$ cat src/rtl/serial_adder_ctrl.sv
// serial_adder_ctrl: bit-serial WIDTH-bit adder sequencing one full-adder cell LSB first.
module serial_adder_ctrl #(
    parameter int WIDTH = 8
) (
    input  logic             clk,
    input  logic             rst,
    input  logic             start,
    input  logic [WIDTH-1:0] a,
    input  logic [WIDTH-1:0] b,
    input  logic             cin,
    output logic             busy,
    output logic             done,
    output logic [WIDTH-1:0] sum,
    output logic             cout
);
    localparam int CW = $clog2(WIDTH) + 1;
    localparam logic [CW-1:0] LAST = CW'(WIDTH - 1);
    typedef enum logic [1:0] {IDLE, RUN, DONE} state_t;
    state_t           state_q;
    logic [WIDTH-1:0] a_sh_q, b_sh_q, s_sh_q, sum_q;
    logic [CW-1:0]    cnt_q;
    logic             carry_q, busy_q, done_q, cout_q;
    logic             s_d, c_d;
    logic [WIDTH:0]   sh_cat;
    logic [WIDTH-1:0] s_sh_d;
    always_comb begin
        s_d    = a_sh_q[0] ^ b_sh_q[0] ^ carry_q;
        c_d    = (a_sh_q[0] & b_sh_q[0]) | (carry_q & (a_sh_q[0] ^ b_sh_q[0]));
        sh_cat = {s_d, s_sh_q};
        s_sh_d = sh_cat[WIDTH:1];
    end
    always_ff @(posedge clk) begin
        if (rst) begin
            state_q <= IDLE;
            a_sh_q  <= '0;
            b_sh_q  <= '0;
            s_sh_q  <= '0;
            sum_q   <= '0;
            cnt_q   <= '0;
            carry_q <= 1'b0;
            busy_q  <= 1'b0;
            done_q  <= 1'b0;
            cout_q  <= 1'b0;
        end else begin
            case (state_q)
                IDLE: if (start) begin
                    a_sh_q  <= a;
                    b_sh_q  <= b;
                    carry_q <= cin;
                    cnt_q   <= '0;
                    busy_q  <= 1'b1;
                    state_q <= RUN;
                end
                RUN: begin
                    carry_q <= c_d;
                    s_sh_q  <= s_sh_d;
                    a_sh_q  <= a_sh_q >> 1;
                    b_sh_q  <= b_sh_q >> 1;
                    cnt_q   <= cnt_q + 1'b1;
                    if (cnt_q == LAST) begin
                        sum_q   <= s_sh_d;
                        cout_q  <= c_d;
                        busy_q  <= 1'b0;
                        done_q  <= 1'b1;
                        state_q <= DONE;
                    end
                end
                DONE: begin
                    done_q  <= 1'b0;
                    state_q <= IDLE;
                end
                default: state_q <= IDLE;
            endcase
        end
    end
    assign busy = busy_q;
    assign done = done_q;
    assign sum  = sum_q;
    assign cout = cout_q;
endmodule

$ cat config.mk
export PLATFORM = sky130hd
export DESIGN_NAME = serial_adder_ctrl
export DESIGN_NICKNAME = d
export VERILOG_FILES = /design/src/rtl/serial_adder_ctrl.sv
export SDC_FILE = /design/constraint.sdc
export NUM_CORES = 1
export LEC_CHECK = 0
export ABC_CLOCK_PERIOD_IN_PS = 1800
export CORE_MARGIN = 2
export CORE_UTILIZATION = 50
export DETAILED_ROUTE_END_ITERATION = 16
export HOLD_SLACK_MARGIN = 0.1
export MAX_ROUTING_LAYER = met4
export PLACE_DENSITY = 0.78
export SLEW_MARGIN = 20
export SYNTH_ARGS = -nofsm -noshare
export SYNTH_HDL_FRONTEND = slang
export SYNTH_SLANG_ARGS = --single-unit
$ cat constraint.sdc
create_clock -name clk -period 1.8 [get_ports clk]
set_clock_uncertainty 0.2 [all_clocks]
set_input_delay 0.45 -clock clk [delete_from_list [all_inputs] [get_ports clk]]
set_output_delay 0.45 -clock clk [all_outputs]
set_load 0.02 [all_outputs]
==> impl_results.md <==
* Ports at 31
* Critical Path Start Type: register
* Outcome: finished, final reports clean
* Largest net degree at the start of global routing at 28
* P_leak at 0.8794 nW
* Met2 usage at 31.25%
* Setup Total Neg Slack at 0 ps
* Clock power frac at 34.3%
* Grt peak-use layer: met2
* Reg power frac at 52.7%
* Hold_sp: s_sh_q[1]
* Synth area leader: dfxtp_1
* CTS resizes at 11
* Inserted Clock Buffers at 5
* CTS Root Cell: clkbuf_8
* Fin crit period at 1613 ps
* Max_cap viols at 0
* WP data required at 1150 ps
* Yosys top cell area share at 44.72%
* Hold-fix buffers, CTS at 0
* Core area at 3606 sq um
* Port Buffers at 30
* Power per cell area at 818.3 nW/um^2
* Most frequent cells in the layout: dfxtp_1 (41), nand2_1 (35), a21oi_1 (23)
* Switching Fraction at 25.55%
* Switching power at 0.4726 mW
* Maximum vdd drop at 0.0004982 V
* Rel. slew slack at 70.29%
* Yosys reg bits at 41
* Synth area leaders: dfxtp_1 (45%), nand2_1 (7.2%), a21oi_1 (6.3%), a211oi_2 (5.5%), o21ai_0 (4.4%)
* Crit-path max cell delay at 340 ps
* Ant diodes at 0
* Area Overhead vs Synth at 23.18%
* Fmax at 620.0 MHz
* Slowest stage cell on the critical path: dfxtp_1
* Fin crit share at 89.60%
* Via density at 5.227
* Final Max Tran Viols at 0
* Post-synthesis async set-or-reset flop share at 0%
* Syn nets at 234
* Fin cells at 291
* Power share of the combinational group at 12.9%
* GR Util met3 at 5.903%
* Worst-path cell chain: dlygate4sd2_1
* Most common cell after layout, fill and taps aside: dfxtp_1
* Die footprint at 4172 sq um
* Synth cell types at 31
* Die W at 64.59 microns
* CP arrival at 960 ps
* Share of the yosys chip area belonging to registers at 44.72%
* H-Tree Depth at 2
* Synthesis Warnings at 0
* Die height at 64.59 microns
* Initial Util at 50.90%
* WP buf/inv at 1
* Global-route wire length before repair at 6.072 mm
* CP endpoint kind: primary output
* Post-synth top flop: dfxtp_1
* Post-route cell area at 2261 sq um
* Met1 usage at 22.65%
* DRC at 0
* Initial antenna violation count at 0
* Crit path max-delay family: flip-flops
* Share of layout cells above drive strength 1 at 12.35%
* Starting DRT DRC Count at 73
* Final setup fails at 0
* RSZ-0062 raised after global routing: false
* CTS tree: built
* Clock Sinks at 41
* Crit Path Max Fanout at 2
* Grt ovf at 0
* Dpl cells at 283
* Final Wtd Congestion at 0.7436
* Final hold viol count at 0
* Worst-path clk slew at 80 ps
* Mapped Area at 1836 sq um
* Worst Setup SP: busy
* R2r startpoint: state_q[0]
* Post-route ant nets at 0
* Worst-margin pin slew at 445.7 ps
* Drt wl/cell at 11.93 microns
* Rows at 22
* Via count at 1521
* P_int at 1.377 mW
* HPWL after DPL at 2.315 mm
* Cells after synthesis at 212
* Clk buf depth at 2
* Dpl cell area at 2178 sq um
* GRT Total Usage at 19.29%
* Postcts setup bufs at 0
* Fin util at 62.70%
* TritonRoute pass-1 iters at 4
* Total wire length at 3.472 mm
* Crit Path Class: register to primary output
* Post-synth EDFFs at 0
* Worst skew pair latency at 300 ps
* Vias in the first global route at 1353
* Power Total at 1.850 mW
* Avg Synthesized Cell Area at 8.658 sq um
* Worst hold path type: register to register
* NumNets Final at 264
## registers in the layout, indices dropped and copies added, names as in the netlist, 2 cells and up
name     count
cnt_q        4
a_sh_q       8
state_q      2
b_sh_q       8
sum          8
s_sh_q       7
## per-layer routing
metal  wire (microns)  up-vias
met5                0        -
met4               53        0
met3              133        6
met2             1610       27
met1             1674      700
li1                 -      788
## worst paths after layout
| kind | endpoint | slack [ps] | cells past startpoint |
|---|---|---|---|
| worst max-delay path | busy | 190 | 1 |
| worst min-delay path | s_sh_q[1] | 260 | 2 |
| worst max register to register | a_sh_q[2] | 190 | 5 |
| worst min register to register | s_sh_q[1] | 260 | 2 |
## final cells by class
| cell class | instances | area, sq um |
|---|---|---|
| Sequential cell | 41 | 820.8 |
| Inverter | 1 | 3.754 |
| Fill cell | 337 | 1345 |
| Multi-Input combinational cell | 153 | 885.9 |
| Clock buffer | 6 | 82.58 |
| Timing Repair Buffer | 40 | 394.1 |
| Clock inverter | 2 | 13.76 |
| Tap cell | 48 | 60.06 |
## metrics by stage
stage	setup slack (ps)	hold slack, ps
floorplan	434.1	236.8
global placement	-53.97	247.4
detailed placement	-104.2	253.0
CTS	174.0	265.3
global route	73.64	292.2
finish	187.2	260.6
## power groups by stage
stage / combinational, mW / clock [mW] / sequential [mW]
after CTS: 0.242 / 0.654 / 0.976
after detailed placement: 0.243 / 0 / 0.997
final: 0.239 / 0.635 / 0.976
after floorplan: 0.165 / 0 / 0.990
after global routing: 0.264 / 0.693 / 0.981
after global placement: 0.236 / 0 / 0.996
## Yosys cell counts (2+ instances only)
| master | n |
|---|---|
| nor2b_1 | 11 |
| a22oi_1 | 2 |
| buf_2 | 4 |
| nor2_1 | 21 |
| a211oi_2 | 8 |
| o21ai_0 | 16 |
| nand2_1 | 35 |
| clkbuf_1 | 4 |
| a21oi_1 | 23 |
| a211oi_1 | 7 |
| buf_4 | 3 |
| dfxtp_1 | 41 |
| nand2b_1 | 10 |
| o21ai_1 | 3 |
| buf_6 | 6 |
| a31oi_1 | 2 |
| nand3_1 | 2 |
## cell families after synthesis
group | after synthesis | synth area share, %
AND/OR/NAND/NOR | 84 | 21.54
AO/OA/AOI/OAI | 67 | 24.95
flip-flops | 41 | 44.72
buffers and inverters | 18 | 7.020
adder cells (fa/ha/maj) | 2 | 1.772
Note: power is estimated with default switching activity, not from simulation.
